`src/rtl/collatz_seq_ctrl_if.sv`:
```
// Start/result bundle between the tile I/O (master) and the Collatz sequencer (slave).
interface collatz_seq_ctrl_if #(
    parameter int WIDTH  = 8,
    parameter int STEP_W = 8
);
    logic              start;
    logic [WIDTH-1:0]  seed;
    logic              busy;
    logic              done;
    logic [WIDTH-1:0]  cur;
    logic [STEP_W-1:0] steps;
    logic [WIDTH-1:0]  peak;
    logic              ovf;
    logic              timeout;
    logic              zero_err;

    modport master (
        output start, seed,
        input  busy, done, cur, steps, peak, ovf, timeout, zero_err
    );

    modport slave (
        input  start, seed,
        output busy, done, cur, steps, peak, ovf, timeout, zero_err
    );
endinterface

```
`src/rtl/collatz_seq_ctrl.sv`:
```
// Start/busy/done engine iterating the Collatz step from a seed down to 1,
// tracking step count and peak, and stopping on overflow, step budget or zero seed.
module collatz_seq_ctrl #(
    parameter int WIDTH     = 8,
    parameter int STEP_W    = 8,
    parameter int MAX_STEPS = 255
) (
    input  logic               clk,
    input  logic               rst_n,
    collatz_seq_ctrl_if.slave  bus
);
    typedef enum logic [1:0] {
        S_IDLE = 2'd0,
        S_RUN  = 2'd1,
        S_DONE = 2'd2
    } state_t;

    localparam logic [WIDTH+1:0]  MAX_VAL  = {2'b00, {WIDTH{1'b1}}};
    localparam logic [WIDTH-1:0]  ONE_VAL  = {{(WIDTH-1){1'b0}}, 1'b1};
    localparam logic [STEP_W-1:0] STEP_LIM = STEP_W'(MAX_STEPS);
    localparam logic [STEP_W-1:0] STEP_ONE = {{(STEP_W-1){1'b0}}, 1'b1};

    state_t            r_state, w_state_nxt;
    logic [WIDTH-1:0]  r_cur, w_cur_nxt, r_peak, w_peak_nxt;
    logic [STEP_W-1:0] r_steps, w_steps_nxt;
    logic              r_busy, w_busy_nxt, r_done, w_done_nxt;
    logic              r_ovf, w_ovf_nxt, r_timeout, w_timeout_nxt, r_zero, w_zero_nxt;
    logic [WIDTH+1:0]  w_tri;
    logic [WIDTH-1:0]  w_step_val;
    logic              w_ovf_hit;

    assign w_tri      = {2'b00, r_cur} + {2'b00, r_cur} + {2'b00, r_cur} + {{(WIDTH+1){1'b0}}, 1'b1};
    assign w_step_val = r_cur[0] ? w_tri[WIDTH-1:0] : {1'b0, r_cur[WIDTH-1:1]};
    assign w_ovf_hit  = r_cur[0] && (w_tri > MAX_VAL);

    // Next-state and next-result selection.
    always_comb begin
        w_state_nxt   = r_state;
        w_cur_nxt     = r_cur;
        w_peak_nxt    = r_peak;
        w_steps_nxt   = r_steps;
        w_ovf_nxt     = r_ovf;
        w_timeout_nxt = r_timeout;
        w_zero_nxt    = r_zero;
        w_busy_nxt    = 1'b0;
        w_done_nxt    = 1'b0;
        case (r_state)
            S_IDLE: begin
                if (bus.start) begin
                    w_cur_nxt     = bus.seed;
                    w_peak_nxt    = bus.seed;
                    w_steps_nxt   = {STEP_W{1'b0}};
                    w_ovf_nxt     = 1'b0;
                    w_timeout_nxt = 1'b0;
                    w_state_nxt   = S_RUN;
                    // A zero seed takes one silent RUN cycle so done lands one edge after start.
                    w_zero_nxt    = (bus.seed == {WIDTH{1'b0}});
                    w_busy_nxt    = (bus.seed != {WIDTH{1'b0}});
                end else begin
                    w_state_nxt = S_IDLE;
                end
            end
            S_RUN: begin
                if (r_cur <= ONE_VAL) begin
                    w_state_nxt = S_DONE;
                    w_done_nxt  = 1'b1;
                end else if (r_steps == STEP_LIM) begin
                    w_state_nxt   = S_DONE;
                    w_done_nxt    = 1'b1;
                    w_timeout_nxt = 1'b1;
                end else if (w_ovf_hit) begin
                    w_state_nxt = S_DONE;
                    w_done_nxt  = 1'b1;
                    w_ovf_nxt   = 1'b1;
                end else begin
                    w_cur_nxt   = w_step_val;
                    w_steps_nxt = r_steps + STEP_ONE;
                    w_busy_nxt  = 1'b1;
                    if (w_step_val > r_peak) begin
                        w_peak_nxt = w_step_val;
                    end else begin
                        w_peak_nxt = r_peak;
                    end
                end
            end
            S_DONE: begin
                w_state_nxt = S_IDLE;
            end
            default: begin
                w_state_nxt = S_IDLE;
            end
        endcase
    end

    // State and result registers with synchronous active-low reset.
    always_ff @(posedge clk) begin
        if (!rst_n) begin
            r_state   <= S_IDLE;
            r_cur     <= {WIDTH{1'b0}};
            r_peak    <= {WIDTH{1'b0}};
            r_steps   <= {STEP_W{1'b0}};
            r_busy    <= 1'b0;
            r_done    <= 1'b0;
            r_ovf     <= 1'b0;
            r_timeout <= 1'b0;
            r_zero    <= 1'b0;
        end else begin
            r_state   <= w_state_nxt;
            r_cur     <= w_cur_nxt;
            r_peak    <= w_peak_nxt;
            r_steps   <= w_steps_nxt;
            r_busy    <= w_busy_nxt;
            r_done    <= w_done_nxt;
            r_ovf     <= w_ovf_nxt;
            r_timeout <= w_timeout_nxt;
            r_zero    <= w_zero_nxt;
        end
    end

    assign bus.busy     = r_busy;
    assign bus.done     = r_done;
    assign bus.cur      = r_cur;
    assign bus.steps    = r_steps;
    assign bus.peak     = r_peak;
    assign bus.ovf      = r_ovf;
    assign bus.timeout  = r_timeout;
    assign bus.zero_err = r_zero;
endmodule

```
`src/flat_wrapper.sv`:
```
// flat-port wrapper written by rule: the top's interface ports become plain ports
module collatz_seq_ctrl_flat 
#(
    parameter int WIDTH     = 8,
    parameter int STEP_W    = 8,
    parameter int MAX_STEPS = 255
)
  (clk, rst_n, bus_start, bus_seed, bus_busy, bus_done, bus_cur, bus_steps, bus_peak, bus_ovf, bus_timeout, bus_zero_err);
  collatz_seq_ctrl_if #(.WIDTH(WIDTH), .STEP_W(STEP_W)) bus_i ();
  input  logic clk;
  input  logic rst_n;
  input wire logic [$bits(bus_i.start)-1:0] bus_start;
  input wire logic [$bits(bus_i.seed)-1:0] bus_seed;
  output wire logic [$bits(bus_i.busy)-1:0] bus_busy;
  output wire logic [$bits(bus_i.done)-1:0] bus_done;
  output wire logic [$bits(bus_i.cur)-1:0] bus_cur;
  output wire logic [$bits(bus_i.steps)-1:0] bus_steps;
  output wire logic [$bits(bus_i.peak)-1:0] bus_peak;
  output wire logic [$bits(bus_i.ovf)-1:0] bus_ovf;
  output wire logic [$bits(bus_i.timeout)-1:0] bus_timeout;
  output wire logic [$bits(bus_i.zero_err)-1:0] bus_zero_err;
  assign bus_i.start = bus_start;
  assign bus_i.seed = bus_seed;
  assign bus_busy = bus_i.busy;
  assign bus_done = bus_i.done;
  assign bus_cur = bus_i.cur;
  assign bus_steps = bus_i.steps;
  assign bus_peak = bus_i.peak;
  assign bus_ovf = bus_i.ovf;
  assign bus_timeout = bus_i.timeout;
  assign bus_zero_err = bus_i.zero_err;
  collatz_seq_ctrl #(.WIDTH(WIDTH), .STEP_W(STEP_W), .MAX_STEPS(MAX_STEPS)) u_core (.clk(clk), .rst_n(rst_n), .bus(bus_i));
endmodule
```
`config.mk`:
```
export PLATFORM = sky130hd
export DESIGN_NAME = collatz_seq_ctrl_flat
export DESIGN_NICKNAME = d
export VERILOG_FILES = /design/src/rtl/collatz_seq_ctrl_if.sv /design/src/rtl/collatz_seq_ctrl.sv /design/src/flat_wrapper.sv
export SDC_FILE = /design/constraint.sdc
export NUM_CORES = 1
export LEC_CHECK = 0
export ABC_AREA = 1
export CORE_ASPECT_RATIO = 0.6
export CORE_UTILIZATION = 25
export CTS_CLUSTER_SIZE = 20
export DETAILED_ROUTE_END_ITERATION = 16
export GPL_TIMING_DRIVEN = 1
export SLEW_MARGIN = 20
export SYNTH_ARGS = -nofsm -noshare
export SYNTH_HDL_FRONTEND = slang
export SYNTH_SLANG_ARGS = --single-unit
export TNS_END_PERCENT = 30
```
`constraint.sdc`:
```
create_clock -name clk -period 4.16 [get_ports clk]
set_clock_uncertainty 0.15 [all_clocks]
set_input_delay 0.832 -clock clk [delete_from_list [all_inputs] [get_ports clk]]
set_output_delay 0.832 -clock clk [all_outputs]
set_load 0.02 [all_outputs]
```
Yosys cells after proc, flatten, opt, wreduce, memory -nomap -nowiden:

Cells that the tools add are included.

* input port bits: 11
* output and inout bits: 29
* logic and storage cells: 74
* flip-flop bits (word level): 31

* equal/unequal tests: 10
* magnitude comparators: 3
* add/sub/neg operators: 4
* reduce and logical (&&, ||, !) cells: 11
* mux-type cells: 37

Operators with widths (number)
* 8-bit 2-to-1 mux: 13
* 8-bit one-hot mux with 2 select lines: 3
* 1-bit 2-to-1 mux: 14
* 10-bit by 1-bit adder with 10-bit output (second input constant): 1
* 10-bit by 8-bit adder with 10-bit output: 1
* 10-bit by 8-bit greater-than comparator with 1-bit output (second input constant): 1
* 5-bit AND reduction: 2
* 8-bit by 8-bit adder with 9-bit output: 1
* 8-bit by 1-bit adder with 8-bit output (second input constant): 1
* 8-bit == test (second input constant): 1
* 8-bit greater-than comparator: 1
* 8-bit by 1-bit <= comparator with 1-bit output (second input constant): 1
* 8-bit zero test: 1
* 2-bit inequality test (second input constant): 4
* 8-bit nonzero test: 1
* 2-bit 2-to-1 mux: 3
* 2-bit by 1-bit inequality test with 1-bit output (second input constant): 3
* 1-bit one-hot mux with 2 select lines: 3
* 6-bit AND reduction: 1
* 4-bit by 1-bit inequality test with 1-bit output (second input constant): 1
* 2-bit one-hot mux with 2 select lines: 1
* 2-bit AND reduction: 2
* 4-bit AND reduction: 1
* 2-bit by 1-bit == test with 1-bit output (second input constant): 1
* other kinds (3): 3

Logic depth before layout (Yosys ltp):

Gate-level depths: netlist of run 1.

* depth after elaboration: 10
* gate-level depth with buffers: 23

Worst setup path before layout of run 1:

Ideal clock, no wire load.

* kind: reg-to-reg
* start point: reg u_core.r_cur[0] (netlist: u_core.bus.cur[0])
* end point: reg u_core.r_peak[5] (netlist: u_core.bus.peak[5])
* data arrival time: 2.820 ns
* period minus slack after synthesis: 3.085 ns
* library setup time: 0.115 ns
* path slack: 1.075 ns
* stages on the path, launching flop included: 19
* data required time: 3.895 ns
* cells stage by stage: dfxtp_1 > inv_1 > ha_1 > nand2_1 > nor2_1 > nand2_1 > nand3_1 > xor2_1 > a21boi_0 > inv_1 > ha_1 > a21oi_1 > o21a_1 > nand2_1 > nand2_1 > nand2_1 > nand4_2 > a21oi_1 > nor2_1

* word-level cells in the longest chain between the ends: 9
* elaborated cells between the ends (all ways): 17
* classes of those cells: add/sub (3); order compare (3); eq/ne (3); mux (6); reduce/logical (2)

Ends and longest elaborated chain
* start, declared: RTL line collatz_seq_ctrl.sv:24 `logic [WIDTH-1:0] r_cur, w_cur_nxt, r_peak, w_peak_nxt;`
* start signal, assigned: RTL line collatz_seq_ctrl.sv:99 `r_cur <= {WIDTH{1'b0}};`
* start signal, assigned: RTL line collatz_seq_ctrl.sv:109 `r_cur <= w_cur_nxt;`
* parallel branches: the longest is 9 deep, another holds 10-bit by 8-bit adder with 10-bit output
* end signal, assigned: RTL line collatz_seq_ctrl.sv:100 `r_peak <= {WIDTH{1'b0}};`
* end signal, assigned: RTL line collatz_seq_ctrl.sv:110 `r_peak <= w_peak_nxt;`
* end, declared: RTL line collatz_seq_ctrl.sv:24

Several ways; the timed one is not identified. The select of a mux whose other input is x is not followed.
A chain may end at the register's enable or synchronous reset.

Final worst setup path of run 1:

* start point: reg u_core.r_cur[4] (netlist: u_core.bus.cur[4])
* end point: reg u_core.r_peak[7] (netlist: u_core.bus.peak[7])

Same word-level chain as after synthesis.

==> results of run 1 <==
-- report_power, final --
group | switching [mW] | internal, mW | leakage (nW)
clock | 0.128 | 0.233 | 0.0727
combinational | 0.516 | 0.328 | 1.03
sequential | 0.0622 | 0.357 | 0.255
total | 0.707 | 0.918 | 1.36
-- state kept, by name, summed over array words and instances, names as in the netlist --
| name | cells |
|---|---|
| u_core.bus.cur | 8 |
| u_core.bus.peak | 8 |
| u_core.bus.steps | 8 |
| u_core.r_state | 2 |
| u_core.bus.busy | 1 |
| u_core.bus.done | 1 |
| u_core.bus.ovf | 1 |
| u_core.bus.timeout | 1 |
| u_core.bus.zero_err | 1 |
-- logic make-up (layout without fill, tap and decap cells) --
group / Yosys count / count (layout) / share of synthesized area
simple gates: 181 / 181 / 0.3443
fa+ha+maj: 24 / 24 / 0.1332
xor+xnor: 7 / 7 / 0.02653
mux: 3 / 3 / 0.01299
flops: 31 / 31 / 0.2685
compound gates: 42 / 42 / 0.1110
buf+inv: 57 / 97 / 0.1034
-- worst paths after layout --
check                    start            endpoint  cells past startpoint
min reg2reg     u_core.bus.ovf      u_core.bus.ovf                      2
max reg2reg  u_core.bus.cur[4]  u_core.bus.peak[7]                     16
min             u_core.bus.ovf      u_core.bus.ovf                      2
max          u_core.bus.cur[4]  u_core.bus.peak[7]                     16
-- per-stage QoR --
stage / cell area (µm²) / setup WS, ns / util
floorplan: 2311 / 1.075 / -
global placement: 2805 / 0.8896 / 0.3206
detailed placement: 2805 / 0.8387 / 0.3206
CTS: 2949 / 0.8170 / 0.3370
global route: 2949 / 0.4204 / 0.3370
finish: 2949 / 0.7406 / 0.3370
-- worst max-delay path: cells and delay by family, from the launching register on --
kind            cells  cell delay, ns
compound gates      3            0.76
xor+xnor            1            0.18
fa+ha+maj           2            0.64
buf+inv             1            0.08
flops               1            0.48
simple gates        9            1.01
-- area by class of cell --
class,instances,area share
Clock buffer,6,0.04709
Clock inverter,1,0.001697
Inverter,48,0.06109
Multi-Input combinational cell,257,0.4922
Sequential cell,31,0.2104
Tap cell,112,0.04752
Timing Repair Buffer,42,0.1400
-- metal layers --
layer,wire length (µm),up-vias,part of all wire
met5,0,-,0
met4,55,0,0.0087
met3,544,8,0.086
met2,2247,74,0.36
met1,3462,967,0.55
li1,-,1160,-
-- layout by cell type (no fill, tap or decap), drive strengths merged, types with 2 or more instances in the layout --
cell,instances
dfxtp,31
or2,4
a21oi,22
o21a,3
xor2,5
nand2,110
mux2i,3
xnor2,2
clkdlybuf4s50,39
inv,47
o21ai,12
buf,3
clkbuf,6
o211ai,2
nor2,46
nand3,14
nor3,2
ha,23
nand4,3
clkinv,2
==> flow_summary.json, run 1 <==
{
  "synth_area_um2": 2311,
  "htree_levels": 2,
  "grt_first_pass_wirelength_mm": 10.52,
  "core_um2": 8751,
  "fmax_mhz": 292.4,
  "leakagePower_nw": 1.355,
  "fin_crit_ns": 3.419,
  "setup.worst_path.class": "reg2reg",
  "cts-root-buf": "clkbuf_16",
  "maxCapViolCount": 0,
  "io_pins": 40,
  "grt_util_met2": 0.1740,
  "clk_path_buf_depth": 2,
  "path_cells": "ha_1 -> a21oi_1 -> nand3_1 -> xor2_1 -> a21boi_0 -> inv_1 -> ha_1 -> nand2_1 -> nor2_1 -> nand2_1 -> nand2_1 -> nand2_1 -> nand2_1 -> nand4_2 -> a21oi_1 -> nor2_1",
  "initial_core_util": 0.2641,
  "drc_errors": 0,
  "area.growth.synth_to_final_pct": 27.61,
  "r2r_setup_slack_ns": 0.74,
  "ys_seq_area_frac": 0.2685,
  "slowest_delay_ns": 0.48,
  "dieArea_um2": 9645,
  "drive_gt1_frac": 0.1039,
  "ys_ff_latch": 31,
  "synth_flop_cell": "dfxtp_1",
  "hpwlAfterDp_mm": 4.860,
  "synth_cell_type_count": 37,
  "yosys.area.top_type": "dfxtp_1",
  "cts_setup_buffers": 0,
  "finalSetupViolations": 0,
  "worst_ep_arrival_time_ns": 3.44,
  "vias_per_cell": 4.445,
  "maxSlewViolCount": 0,
  "postCtsHoldBufs": 0,
  "whs_ns": 0.3249,
  "insertion_delay_ns": 0.28,
  "met1_usage": 0.2205,
  "p_per_area_nw_per_um2": 550.9,
  "gr-total-overflow": 0,
  "syn_avg_cell_area_um2": 6.698,
  "synthArstFlopShare": 0,
  "antenna_found_initial": 0,
  "layout.nets": 420,
  "worstMarginPinSlew_ns": 0.5983,
  "numCtsBuffers": 5,
  "slowest_stage": "dfxtp_1",
  "multi_input_area_um2": 1451,
  "synth_edf_count": 0,
  "worst_setup_path_start_kind": "flop",
  "max_slew_margin": 0.5999,
  "synth_nets": 380,
  "dr.pass1.iters": 4,
  "fillCellCount": 935,
  "worstHoldPathType": "reg2reg",
  "vias": 2209,
  "synth_common_cells": "nand2_1, inv_1, nor2_1, dfxtp_1, ha_1",
  "clk_pin_slew_ns": 0.05,
  "yosysMostFrequentCell": "nand2_1",
  "busiest_layer": "met1",
  "regArea_um2": 620.6,
  "post_cts_resized": 0,
  "post-route-period-util": 0.8220,
  "ir_worst_vdd_mv": 0.2251,
  "fp.dieW_um": 126.1,
  "critPathCaptureType": "flop",
  "grt_usage": 0.1397,
  "synth_top_area_frac": 0.2685,
  "grt_pass1_vias": 2004,
  "row_count": 26,
  "wl_per_cell_um": 12.69,
  "first_iter_violations": 182,
  "dp_cells": 490,
  "outcome": "complete, no violations",
  "tns_ns": 0,
  "diodes": 0,
  "port_buffers": 39,
  "die_h_um": 76.48,
  "total_power_mw": 1.625,
  "ant_nets": 0,
  "netlist_top_cells_area": "dfxtp_1, nand2_1, ha_1",
  "finalWirelength_mm": 6.309,
  "cpMostUsedCell": "nand2_1",
  "ys.warnings.count": 0,
  "synthCells": 345,
  "rsz0062_at_grt": "no",
  "met3_usage": 0.04143,
  "hold_viol": 0,
  "cp_data_required_time_ns": 4.18,
  "cts_tree": "built",
  "cp_max_fo": 10,
  "gp_congestion": 0.8768,
  "grt_max_degree": 23,
  "clkSinkCount": 31,
  "layout.cells.non_filler": 497
}
Power figures use the tool's default switching activity.
==> run 2, diff against run 1 <==
Clock period 4.16 ns to 2.88 ns, I/O delays scaled along.
==> flow_summary.json, run 2 (same netlist as run 1, synthesis figures left out) <==
{
  "outcome": "complete, but fails checks",
  "violations": "negative setup slack",
  "cp_max_fo": 6,
  "drc_errors": 0,
  "final_cell_mix": "nand2_1, inv_1, nor2_1, clkdlybuf4s50_1, buf_4",
  "grt_first_pass_wirelength_mm": 11.72,
  "cts_tree": "built",
  "path_cells": "buf_6 -> fa_2 -> nand4_1 -> o211ai_1 -> or2_4 -> nand3_4 -> inv_2 -> ha_4 -> nand2_4 -> o21a_1 -> nand2_1 -> nand2_2 -> nor2_1 -> nand3_1 -> nand2_4 -> nand2_2 -> nand2_1 -> nor2_1",
  "slowest_delay_ns": 0.36,
  "layout.cells.non_filler": 528,
  "gr-total-overflow": 0,
  "r2r_setup_slack_ns": -0.05,
  "tns_ns": -0.1241,
  "antenna_found_initial": 0,
  "setup_slack_ns": -0.05366,
  "maxSlewViolCount": 0,
  "fin_crit_ns": 2.934,
  "critPathTopFamily": "simple AND/OR/NAND/NOR gates",
  "dpl_cell_area_um2": 3014,
  "timing.rr.end": "u_core.bus.peak[6]",
  "worstMarginPinSlew_ns": 0.6263,
  "reg2reg_depth": 18,
  "row_count": 26,
  "vias": 2403,
  "worstHoldPathType": "reg2reg",
  "die_h_um": 76.48,
  "fp.dieW_um": 126.1,
  "clkSinkCount": 31,
  "hold_path_startpoint": "u_core.bus.ovf",
  "p_clk_frac": 0.182,
  "fmax_mhz": 340.9,
  "power_frac_seq": 0.217,
  "grt_usage": 0.1529,
  "core_um2": 8751,
  "ant_nets": 0,
  "cts-root-buf": "clkbuf_16",
  "setup.worst_path.class": "reg2reg",
  "p_per_area_nw_per_um2": 814.5,
  "total_power_mw": 2.794,
  "diodes": 0,
  "fillCellCount": 896,
  "dr.pass1.iters": 5,
  "final_core_util": 0.3921,
  "hold_viol": 0,
  "rsz0062_at_grt": "yes",
  "numCtsBuffers": 5,
  "place_ws_ns": -0.2235,
  "clk_path_buf_depth": 2,
  "whs_ns": 0.3209,
  "regArea_um2": 643.1,
  "maxCapViolCount": 0,
  "initial_core_util": 0.2641,
  "ir_worst_vdd_mv": 0.3659,
  "vias_per_cell": 4.551,
  "gp_congestion": 0.9023,
  "swShare": 0.4295,
  "cp_data_required_time_ns": 2.89,
  "clk_pin_slew_ns": 0.05,
  "worst-path-buf-inv": 2,
  "port_buffers": 39,
  "combPwrFrac": 0.601,
  "p_sw_mw": 1.200,
  "layout.nets": 451,
  "whs_path_depth": 2,
  "cp.depth": 18,
  "finalWirelength_mm": 7.139,
  "grt_pass1_vias": 2312,
  "dieArea_um2": 9645,
  "insertion_delay_ns": 0.27,
  "stdcell_area_um2": 3431,
  "area.growth.synth_to_final_pct": 48.46,
  "first_iter_violations": 176,
  "hpwlAfterDp_mm": 5.311,
  "worst_ep_arrival_time_ns": 2.94,
  "dp_cells": 516,
  "hold_end": "u_core.bus.ovf",
  "wl_per_cell_um": 13.52,
  "p_int_mw": 1.594,
  "layout_commonest_cell": "nand2_1",
  "postCtsHoldBufs": 0,
  "io_pins": 40,
  "multi_input_area_um2": 1682,
  "critPathCaptureType": "flop",
  "drive_gt1_frac": 0.2716,
  "reg2reg_from": "u_core.bus.cur[2]",
  "post-route-period-util": 1.019,
  "slowest_stage": "fa_2",
  "max_slew_margin": 0.5813,
  "grt_max_degree": 23,
  "finalSetupViolations": 4,
  "htree_levels": 2,
  "worst_setup_path_start_kind": "flop",
  "leakagePower_nw": 1.525
}
==> run 2: worst max-delay path by stage <==
stage                                 start                  to  slack, ns
after CTS                 u_core.bus.cur[2]  u_core.bus.peak[6]     -0.003
after floorplan           u_core.bus.cur[2]  u_core.bus.peak[5]       0.01
after detailed placement  u_core.bus.cur[5]  u_core.bus.peak[2]      -0.22
final                     u_core.bus.cur[2]  u_core.bus.peak[6]      -0.05
after global placement    u_core.bus.cur[5]  u_core.bus.peak[2]      -0.20
after global routing      u_core.bus.cur[2]  u_core.bus.peak[6]      -0.13
==> run 2: power by group through the flow <==
stage / Sequential, mW / Clock [mW] / Combinational [mW]
final: 0.606 / 0.510 / 1.68
after global routing: 0.620 / 0.550 / 1.84
after global placement: 0.598 / 0 / 1.36
after floorplan: 0.697 / 0 / 0.763
after CTS: 0.603 / 0.522 / 1.54
after detailed placement: 0.599 / 0 / 1.37
==> run 2: worst min-delay path, cell delays in order, from the launching register on <==
cell	delay (ns)
dfxtp_1	0.32
a31oi_1	0.04
nor2_1	0.07
==> run 2: cell type report <==
class | instances | area share
multi-input cells | 258 | 0.4902
clock inverters | 1 | 0.001459
repair buffers | 72 | 0.1871
well taps | 112 | 0.04085
clock buffers | 6 | 0.04048
inverters | 48 | 0.05252
flip-flops and latches | 31 | 0.1875
==> run 2: what timing repair did <==
item / CTS / global route
buffers inserted: 3 / 1
cloned: 1 / 0
endpoints found under the setup margin: 8 / 8
pin swaps: 18 / 14
resized for setup: 36 / 19
==> run 2: metal layers <==
metal / track usage / wire length [µm] / vias to the layer above
met3: 0.04073 / 474 / 4
met2: 0.2138 / 2784 / 69
met1: 0.2337 / 3856 / 1103
li1: - / - / 1227
met4: 0.01807 / 24 / 0
met5: 0 / 0 / -
